===== src/rtl/snoop_bus_arbiter_pkg.sv =====
// rtl/snoop_bus_arbiter_pkg.sv - op codes and FSM state encodings shared by the snoop bus arbiter
package snoop_bus_arbiter_pkg;

    // Op codes are the per-cache MSI controller's CDB output codes, reused unchanged on the bus.
    localparam logic [1:0] OP_RMISS = 2'b00;
    localparam logic [1:0] OP_INV   = 2'b01;
    localparam logic [1:0] OP_WMISS = 2'b10;
    localparam logic [1:0] OP_NULL  = 2'b11;

    typedef enum logic [2:0] {
        ST_IDLE  = 3'd0,
        ST_BCAST = 3'd1,
        ST_SNOOP = 3'd2,
        ST_WB    = 3'd3,
        ST_MEM   = 3'd4,
        ST_DONE  = 3'd5
    } arb_state_e;

    function automatic logic op_is_live(input logic [1:0] op);
        return op != OP_NULL;
    endfunction

endpackage


===== src/rtl/snoop_bus_arbiter_rr.sv =====
// rtl/snoop_bus_arbiter_rr.sv - N-way round-robin picker: request vector to one-hot grant and index
module snoop_bus_arbiter_rr #(
    parameter int N     = 4,
    parameter int IDX_W = 2
) (
    input  logic             clock_i,
    input  logic             reset_i,
    input  logic [N-1:0]     req_i,
    input  logic             accept_i,
    output logic [N-1:0]     gnt_o,
    output logic [IDX_W-1:0] idx_o,
    output logic             valid_o
);

    logic [IDX_W-1:0] ptr_q, ptr_d;
    logic             hi_found, lo_found;
    logic [IDX_W-1:0] hi_idx, lo_idx;

    // Lowest requester at or above the pointer wins; otherwise wrap to the lowest requester overall.
    always_comb begin
        hi_found = 1'b0;
        hi_idx   = '0;
        lo_found = 1'b0;
        lo_idx   = '0;
        for (int i = N - 1; i >= 0; i--) begin
            if (req_i[i]) begin
                lo_found = 1'b1;
                lo_idx   = IDX_W'(i);
                if (IDX_W'(i) >= ptr_q) begin
                    hi_found = 1'b1;
                    hi_idx   = IDX_W'(i);
                end
            end
        end
        valid_o = lo_found;
        idx_o   = hi_found ? hi_idx : lo_idx;
        gnt_o   = valid_o ? (N'(1) << idx_o) : '0;
    end

    always_comb begin
        ptr_d = ptr_q;
        if (valid_o && accept_i) begin
            ptr_d = (idx_o == IDX_W'(N - 1)) ? '0 : idx_o + IDX_W'(1);
        end
    end

    always_ff @(posedge clock_i) begin
        if (reset_i) begin
            ptr_q <= '0;
        end else begin
            ptr_q <= ptr_d;
        end
    end

endmodule


===== src/rtl/snoop_bus_arbiter.sv =====
// rtl/snoop_bus_arbiter.sv - snooping coherence bus arbiter with writeback/fill sequencing
// Optional memory-wait watchdog enabled by defining ARB_TIMEOUT_EN.
module snoop_bus_arbiter
    import snoop_bus_arbiter_pkg::*;
#(
    parameter int N_CACHES = 4,
    parameter int ADDR_W   = 8,
    parameter int SRC_W    = 2,
    parameter int TIMEOUT  = 16
) (
    input  logic                         clock_i,
    input  logic                         reset_i,
    input  logic [N_CACHES-1:0]          req_i,
    input  logic [2*N_CACHES-1:0]        req_op_i,
    input  logic [ADDR_W*N_CACHES-1:0]   req_addr_i,
    input  logic [N_CACHES-1:0]          snoop_wb_i,
    input  logic                         mem_ack_i,
    output logic [N_CACHES-1:0]          grant_o,
    output logic                         bus_valid_o,
    output logic [1:0]                   bus_op_o,
    output logic [ADDR_W-1:0]            bus_addr_o,
    output logic [SRC_W-1:0]             bus_src_o,
    output logic                         mem_req_o,
    output logic                         mem_we_o,
    output logic [N_CACHES-1:0]          done_o,
    output logic                         busy_o,
    output logic                         err_o
);

    if (SRC_W != $clog2(N_CACHES)) begin : g_bad_src_w
        $error("SRC_W must equal clog2(N_CACHES)");
    end
    if (TIMEOUT < 1) begin : g_bad_timeout
        $error("TIMEOUT must be at least 1");
    end

    arb_state_e          state_q, state_d;
    logic [SRC_W-1:0]    src_q, src_d;
    logic [1:0]          op_q, op_d;
    logic [ADDR_W-1:0]   addr_q, addr_d;

    logic [N_CACHES-1:0] eligible;
    logic [N_CACHES-1:0] rr_gnt;
    logic [SRC_W-1:0]    rr_idx;
    logic                rr_valid;
    logic                rr_accept;
    logic [N_CACHES-1:0] owner_mask;
    logic [N_CACHES-1:0] other_wb;

`ifdef ARB_TIMEOUT_EN
    localparam int CNT_W = $clog2(TIMEOUT + 1);
    logic [CNT_W-1:0] cnt_q, cnt_d;
    logic             timed_out_q, timed_out_d;
`endif

    always_comb begin
        eligible = '0;
        for (int i = 0; i < N_CACHES; i++) begin
            eligible[i] = req_i[i] && op_is_live(req_op_i[2*i +: 2]);
        end
    end

    snoop_bus_arbiter_rr #(
        .N     (N_CACHES),
        .IDX_W (SRC_W)
    ) u_rr (
        .clock_i  (clock_i),
        .reset_i  (reset_i),
        .req_i    (eligible),
        .accept_i (rr_accept),
        .gnt_o    (rr_gnt),
        .idx_o    (rr_idx),
        .valid_o  (rr_valid)
    );

    assign owner_mask = N_CACHES'(1) << src_q;
    // The owner's own snoop response never counts as a remote writeback.
    assign other_wb   = snoop_wb_i & ~owner_mask;

    always_comb begin
        state_d   = state_q;
        src_d     = src_q;
        op_d      = op_q;
        addr_d    = addr_q;
        rr_accept = 1'b0;
`ifdef ARB_TIMEOUT_EN
        cnt_d       = cnt_q;
        timed_out_d = timed_out_q;
`endif
        unique case (state_q)
            ST_IDLE: begin
                if (rr_valid) begin
                    rr_accept = 1'b1;
                    src_d     = rr_idx;
                    for (int i = 0; i < N_CACHES; i++) begin
                        if (rr_gnt[i]) begin
                            op_d   = req_op_i[2*i +: 2];
                            addr_d = req_addr_i[ADDR_W*i +: ADDR_W];
                        end
                    end
                    state_d = ST_BCAST;
                end
            end
            ST_BCAST: state_d = ST_SNOOP;
            ST_SNOOP: begin
                if (|other_wb) begin
                    state_d = ST_WB;
                end else if (op_q == OP_INV) begin
                    state_d = ST_DONE;
                end else begin
                    state_d = ST_MEM;
                end
`ifdef ARB_TIMEOUT_EN
                cnt_d = '0;
`endif
            end
            ST_WB: begin
                if (mem_ack_i) begin
                    state_d = (op_q == OP_INV) ? ST_DONE : ST_MEM;
`ifdef ARB_TIMEOUT_EN
                    cnt_d = '0;
                end else if (cnt_q == CNT_W'(TIMEOUT - 1)) begin
                    state_d     = ST_DONE;
                    timed_out_d = 1'b1;
                end else begin
                    cnt_d = cnt_q + CNT_W'(1);
`endif
                end
            end
            ST_MEM: begin
                if (mem_ack_i) begin
                    state_d = ST_DONE;
`ifdef ARB_TIMEOUT_EN
                end else if (cnt_q == CNT_W'(TIMEOUT - 1)) begin
                    state_d     = ST_DONE;
                    timed_out_d = 1'b1;
                end else begin
                    cnt_d = cnt_q + CNT_W'(1);
`endif
                end
            end
            ST_DONE: begin
                state_d = ST_IDLE;
`ifdef ARB_TIMEOUT_EN
                timed_out_d = 1'b0;
`endif
            end
            default: state_d = ST_IDLE;
        endcase
    end

    always_ff @(posedge clock_i) begin
        if (reset_i) begin
            state_q <= ST_IDLE;
            src_q   <= '0;
            op_q    <= OP_NULL;
            addr_q  <= '0;
        end else begin
            state_q <= state_d;
            src_q   <= src_d;
            op_q    <= op_d;
            addr_q  <= addr_d;
        end
    end

`ifdef ARB_TIMEOUT_EN
    always_ff @(posedge clock_i) begin
        if (reset_i) begin
            cnt_q       <= '0;
            timed_out_q <= 1'b0;
        end else begin
            cnt_q       <= cnt_d;
            timed_out_q <= timed_out_d;
        end
    end

    assign err_o = (state_q == ST_DONE) && timed_out_q;
`else
    assign err_o = 1'b0;
`endif

    assign busy_o      = (state_q != ST_IDLE);
    assign grant_o     = busy_o ? owner_mask : '0;
    assign bus_valid_o = (state_q == ST_BCAST);
    assign bus_op_o    = bus_valid_o ? op_q : OP_NULL;
    assign bus_addr_o  = addr_q;
    assign bus_src_o   = src_q;
    assign mem_req_o   = (state_q == ST_WB) || (state_q == ST_MEM);
    assign mem_we_o    = (state_q == ST_WB);
    assign done_o      = (state_q == ST_DONE) ? owner_mask : '0;

    a_single_wb: assert property (@(posedge clock_i) disable iff (reset_i)
        (state_q == ST_SNOOP) |-> ($countones(other_wb) <= 1));

endmodule


===== config.mk =====
export PLATFORM = sky130hd
export DESIGN_NAME = snoop_bus_arbiter
export DESIGN_NICKNAME = d
export VERILOG_FILES = /design/src/rtl/snoop_bus_arbiter_pkg.sv /design/src/rtl/snoop_bus_arbiter_rr.sv /design/src/rtl/snoop_bus_arbiter.sv
export SDC_FILE = /design/constraint.sdc
export NUM_CORES = 1
export LEC_CHECK = 0
export CAP_MARGIN = 10
export CORE_ASPECT_RATIO = 0.5
export CORE_MARGIN = 2
export CORE_UTILIZATION = 36
export DETAILED_ROUTE_END_ITERATION = 10
export PLACE_DENSITY = 0.86
export SLEW_MARGIN = 10
export SYNTH_ARGS = -nofsm -noshare
export SYNTH_HDL_FRONTEND = slang
export SYNTH_HIERARCHICAL = 1
export SYNTH_SLANG_ARGS = --single-unit

===== constraint.sdc =====
create_clock -name clock_i -period 2.9 [get_ports clock_i]
set_clock_uncertainty 0.2 [all_clocks]
set_input_delay 0.29 -clock clock_i [delete_from_list [all_inputs] [get_ports clock_i]]
set_output_delay 0.29 -clock clock_i [all_outputs]
set_load 0.05 [all_outputs]

Yosys cells after proc, flatten, opt, wreduce, memory -nomap -nowiden
Cells that the tools add are included.

operators by class
  add/subtract/negate cells = 1
  order comparisons = 4
  equal/unequal tests = 14
  shift operators = 2
  muxes and demuxes = 46
  bitwise logic cells = 2
  reduce and logical (&&, ||, !) cells = 13

operators by type and width
  kind                                                                   count
  2-bit 2-to-1 mux                                                       19
  8-bit 2-to-1 mux                                                       4
  1-bit 2-to-1 mux                                                       15
  3-bit case mux with 5 select lines                                     1
  3-bit 2-to-1 mux                                                       4
  4-bit 2-to-1 mux                                                       3
  2-bit != test (second input constant)                                  6
  1-bit by 2-bit left shift with 4-bit output (first input constant)     2
  3-bit by 2-bit == test with 1-bit output (second input constant)       2
  3-bit == test (second input constant)                                  2
  3-bit AND reduction                                                    2
  1-bit logical AND                                                      5
  4-bit AND                                                              1
  1-bit by 2-bit >= comparator with 1-bit output (first input constant)  2
  2-bit >= comparator (first input constant)                             2
  4-bit NOT                                                              1
  4-bit nonzero test                                                     1
  4-bit OR reduction                                                     1
  3-bit by 1-bit == test with 1-bit output (second input constant)       1
  3-bit zero test                                                        1
  3-bit nonzero test                                                     1
  2-bit by 1-bit adder with 2-bit output (second input constant)         1
  2-bit by 1-bit == test with 1-bit output (second input constant)       1
  2-bit == test (second input constant)                                  1
  3 further kinds                                                        3

word-level totals
  bits in registers = 17
  bits of input ports = 51
  output and inout port bits = 25

Depth between registers and ports, before layout
  depth in word-level cells = 16
  depth in mapped cells = 12
  gate-level depth less buffers = 10

Hierarchy
The synthesis kept the hierarchy.

by module, submodules not included
  module                instances  cells an instance  area each (µm²)  seq. area each (µm²)
  snoop_bus_arbiter     1          143                1,224.9          300.3
  snoop_bus_arbiter_rr  1          32                 279.0            40.0

Worst setup path after synthesis
Ideal clock, no wire load.

  path kind = input -> register
  start point = in req_i[3]
  end point = reg addr_q[2], in the netlist bus_addr_o[2]
  arrival = 2,429 ps
  required time = 2,558 ps
  path slack = 129 ps
  cell stages on the path = 9
  cell sequence = a21boi_0 > nor2b_1 > o21ai_1 > o211a_1 > ha_1 > nor2b_1 > clkbuf_1 > mux2i_1 > a211oi_2

between the ends
  elaborated cells on any way between the ends = 31

RTL lines
  item                                                         RTL line                    text
  start, declared                                              snoop_bus_arbiter.sv:13     input logic [N_CACHES-1:0] req_i,
  1-bit logical AND (*)                                        snoop_bus_arbiter.sv:59     eligible[i] = req_i[i] && op_is_live(req_op_i[2*i +: 2]);
  2-bit 2-to-1 mux / 1-bit 2-to-1 mux (equally long branches)  snoop_bus_arbiter_rr.sv:26  if (req_i[i]) begin
  2-bit 2-to-1 mux / 1-bit 2-to-1 mux (equally long branches)  snoop_bus_arbiter_rr.sv:29  if (IDX_W'(i) >= ptr_q) begin
  2-bit 2-to-1 mux / 1-bit 2-to-1 mux (equally long branches)  snoop_bus_arbiter_rr.sv:26
  2-bit 2-to-1 mux / 1-bit 2-to-1 mux (equally long branches)  snoop_bus_arbiter_rr.sv:29
  2-bit 2-to-1 mux / 1-bit 2-to-1 mux (equally long branches)  snoop_bus_arbiter_rr.sv:26
  2-bit 2-to-1 mux / 1-bit 2-to-1 mux (equally long branches)  snoop_bus_arbiter_rr.sv:29
  2-bit 2-to-1 mux / 1-bit 2-to-1 mux (equally long branches)  snoop_bus_arbiter_rr.sv:26
  2-bit 2-to-1 mux (*)                                         snoop_bus_arbiter_rr.sv:36  idx_o = hi_found ? hi_idx : lo_idx;
  net rr_idx[0]                                                snoop_bus_arbiter.sv:44     logic [SRC_W-1:0] rr_idx;
  1-bit by 2-bit left shift with 4-bit output (*)              snoop_bus_arbiter_rr.sv:37  gnt_o = valid_o ? (N'(1) << idx_o) : '0;
  4-bit 2-to-1 mux (*)                                         snoop_bus_arbiter_rr.sv:37
  net rr_gnt[3]                                                snoop_bus_arbiter.sv:43     logic [N_CACHES-1:0] rr_gnt;
  4-bit nonzero test (no line)                                 --
  3-bit AND reduction (no line)                                --
  end signal, assigned                                         snoop_bus_arbiter.sv:162    addr_q <= addr_d;
  end, declared                                                snoop_bus_arbiter.sv:40     logic [ADDR_W-1:0] addr_q, addr_d;

The timed path passes the listed nets; every way through them passes the cells marked *.
A chain may end at the register's enable or synchronous reset.

Worst setup path after layout
  start point = in req_i[2]
  end point = reg addr_q[1], in the netlist bus_addr_o[1]

between the ends
  word-level cells in the longest chain between the ends = 12
  elaborated cells on any way between the ends = 25

ends and longest elaborated chain
  item                                                         RTL line                    text
  1-bit logical AND (*)                                        snoop_bus_arbiter.sv:59
  net eligible[2]                                              snoop_bus_arbiter.sv:42     logic [N_CACHES-1:0] eligible;
  2-bit 2-to-1 mux / 1-bit 2-to-1 mux (equally long branches)  snoop_bus_arbiter_rr.sv:26
  2-bit 2-to-1 mux / 1-bit 2-to-1 mux (equally long branches)  snoop_bus_arbiter_rr.sv:29
  2-bit 2-to-1 mux / 1-bit 2-to-1 mux (equally long branches)  snoop_bus_arbiter_rr.sv:26
  2-bit 2-to-1 mux / 1-bit 2-to-1 mux (equally long branches)  snoop_bus_arbiter_rr.sv:29
  2-bit 2-to-1 mux / 1-bit 2-to-1 mux (equally long branches)  snoop_bus_arbiter_rr.sv:26
  2-bit 2-to-1 mux (*)                                         snoop_bus_arbiter_rr.sv:36
  net rr_idx[0]                                                snoop_bus_arbiter.sv:44
  1-bit by 2-bit left shift with 4-bit output (*)              snoop_bus_arbiter_rr.sv:37
  4-bit 2-to-1 mux (*)                                         snoop_bus_arbiter_rr.sv:37
  net rr_gnt[1]                                                snoop_bus_arbiter.sv:43
  8-bit 2-to-1 mux (3 in series)                               snoop_bus_arbiter.sv:96     if (rr_gnt[i]) begin

Marks and branches as above.

==> impl_metrics.py <==
metrics = {
    "power": {
        "p_per_area_mw_per_mm2": 740,
        "ir_drop_mv": 0.354,
        "p_leak_nw": 0.922,
        "total_power_mw": 1.80,
    },
    "clocking": {
        "cts_made_buffers": 3,
        "cts-root-buf": "clkbuf_8",
        "htree_levels": 1,
        "cts_tree": "built",
        "post_cts_buffers": 0,
        "postCtsHoldBufs": 0,
        "clockBufferDepth": 2,
        "cts_sinks": 17,
        "clk_pin_slew_ps": 70,
        "clk_latency_ps": 250,
    },
    "detailed_routing": {
        "dr.pass1.iters": 4,
        "vias": 1576,
        "avgViaCountPerCell": 5.04,
        "drtIter0Drc": 24,
        "detail-route-antenna-nets": 0,
        "wl_mm": 4.22,
        "wl_per_cell_um": 13.5,
        "drc_errors": 0,
    },
    "synth": {
        "synth_top_area_share_pct": 22.6,
        "synth_cell_types": 49,
        "ys_seq_area_share_pct": 22.6,
        "syn_area_sq_mm": 0.00150,
        "syn_inst": 175,
        "ys_top_cells_by_count": "mux2i_1, dfxtp_1, nor2_1",
        "synth_flop_cell": "dfxtp_1",
        "synth_edf_count": 0,
        "yosysMostFrequentCell": "mux2i_1",
        "syn-num-nets": 230,
        "async_reset_ff_share_pct": 0,
        "yosysTopAreaCell": "dfxtp_1",
        "synth.avg_cell_area_sq_um": 8.59,
        "ys.warnings.count": 6,
        "yosys-top-cells-area": "dfxtp_1, mux2i_1, a211oi_2",
        "synth-seq-cells": 17,
    },
    "layout": {
        "instances_no_fill": 313,
        "syn_to_final_growth_pct": 62.1,
        "multiInputGateArea_sq_mm": 0.00107,
        "diodes": 0,
        "final_area_sq_mm": 0.00244,
        "fin_nets": 315,
        "final_util_pct": 61.5,
        "register_area_sq_um": 340,
        "drive_above_1_share_pct": 19.3,
        "fillers": 342,
    },
    "setup_path": {
        "r2r-end": "bus_addr_o[1]$_SDFFE_PP0P_",
        "rr_worst_depth": 9,
        "end_kind": "flip-flop",
        "r2r_start": "u_rr/ptr_q[1]$_SDFFE_PP0P_",
        "cp.required_ps": 2840,
        "reg2reg_slack_ps": 560,
        "crit_type": "input port to flip-flop",
        "cp_max_fo": 6,
        "start_kind": "input port",
        "arrival_ps": 2760,
    },
    "sta": {
        "fmax_mhz": 355,
        "hold_viol": 0,
        "slew_violations": 0,
        "tightest_slew_ps": 597,
        "setup_viol": 0,
        "max_slew_margin_pct": 59.9,
        "setup_tns_ps": 0,
        "fin_crit_ps": 2820,
        "fin_crit_sh_pct": 97.1,
    },
    "floorplanning": {
        "start_util_pct": 37.9,
        "core.rowCount": 16,
        "core_sq_mm": 0.00396,
        "io_pins": 76,
        "die_height_um": 49.7,
        "die_w_um": 95.4,
        "die-area_sq_mm": 0.00474,
    },
    "placement": {
        "io_buffers": 74,
        "post-place-cells": 309,
        "place_area_sq_mm": 0.00235,
        "gp_congestion": 0.765,
        "place_hpwl_mm": 3.35,
    },
    "min_path": {
        "holdPathEnd": "bus_addr_o[6]$_SDFFE_PP0P_",
        "worstHoldStart": "bus_addr_o[6]$_SDFFE_PP0P_",
        "holdPathStages": 2,
        "hp-class": "flip-flop to flip-flop",
    },
    "global_route": {
        "grt_usage_pct": 16.9,
        "grt_max_degree": 21,
        "grt-ovfl-total": 0,
        "antenna_found_initial": 0,
        "grt_pass1_vias": 1545,
        "grt_pass1_wl_mm": 6.48,
    },
    "job": {
        "drv_cap": 0,
    },
    "status": {
        "status": "finished, final reports clean",
    },
}
## critical path, cell delays in order
cell and delay, ps:
clkdlybuf4s50_1 450, a21boi_1 280, nor2b_1 230, o21ai_2 90
o211a_1 170, ha_1 210, nor2b_4 140, o41a_1 510
buf_4 190, nor2_1 110, a211oi_2 60
## layout by cell type (no fill, tap or decap), types with 2 or more instances in the layout
cell type	Yosys	final
inv_1	5	5
mux2i_1	23	23
or3_1	3	3
nor4bb_1	2	2
buf_4	1	18
a211oi_2	9	9
clkbuf_8	0	3
or2b_1	2	2
ha_1	4	4
nor3_1	4	4
o41a_1	2	2
nor2b_1	8	5
o21a_1	2	2
nor2b_2	0	2
o21ai_0	12	11
dfxtp_1	17	17
nor3_2	2	2
clkdlybuf4s50_1	0	74
a21boi_2	0	2
nor2_1	17	16
a21oi_2	2	2
nand2_1	15	15
a21boi_1	0	3
or2_2	2	2
o21bai_1	3	2
buf_6	4	2
## worst max-delay path by stage
stage	slack, ps	depth (start not counted)	endpoint	from
global route	-30	11	bus_addr_o[0]$_SDFFE_PP0P_	req_i[2]
finish	80	11	bus_addr_o[1]$_SDFFE_PP0P_	req_i[2]
detailed placement	-360	12	bus_addr_o[4]$_SDFFE_PP0P_	req_i[1]
CTS	30	12	bus_addr_o[2]$_SDFFE_PP0P_	req_i[0]
global placement	-180	12	bus_addr_o[7]$_SDFFE_PP0P_	req_op_i[0]
floorplan	130	9	bus_addr_o[2]$_SDFFE_PP0P_	req_i[3]
## through the flow
stage	hold slack, ps	setup slack, ps
after floorplan	162	129
after global placement	318	-179
after detailed placement	327	-361
after CTS	337	26.4
after global routing	353	-27.2
final	332	84.3
## per-layer routing
| metal | global-route usage, % | wire (um) | up-vias |
|---|---|---|---|
| li1 | - | - | 795 |
| met1 | 17.9 | 1820 | 736 |
| met2 | 34.5 | 2170 | 39 |
| met3 | 2.75 | 191 | 6 |
| met4 | 3.81 | 42 | 0 |
| met5 | 0 | 0 | - |
## what timing repair did
item                                    CTS  global route
resized for setup                         4            13
endpoints found under the setup margin    5            10
pin swaps                                 1             1
## cell families after synthesis
| kind of cell | Yosys count | share of synthesized area [%] |
|---|---|---|
| multiplexers | 24 | 16.3 |
| flip-flops | 17 | 22.6 |
| AND/OR/NAND/NOR | 64 | 24.4 |
| buffers and inverters | 19 | 8.40 |
| AO/OA/AOI/OAI | 46 | 24.7 |
| adder cells (fa/ha/maj) | 4 | 3.33 |
| other | 1 | 0.249 |
## state kept, by name, summed over array words and instances, names as in the netlist
name	flops
u_rr/ptr_q	2
bus_src_o	2
bus_addr_o	8
op_q	2
state_q	3
## power breakdown
part | internal [mW] | total (mW) | switching, mW
Clock | 0.0976 | 0.179 | 0.0813
Combinational | 0.527 | 1.21 | 0.687
Sequential | 0.317 | 0.410 | 0.0932
## final cells by class
| class | instances | share of cell area (%) |
|---|---|---|
| Tap cell | 54 | 2.77 |
| Timing Repair Buffer | 94 | 36.9 |
| Inverter | 5 | 0.770 |
| Multi-Input combinational cell | 139 | 43.8 |
| Clock buffer | 4 | 1.85 |
| Sequential cell | 17 | 14.0 |
Power figures use the tool's default switching activity.
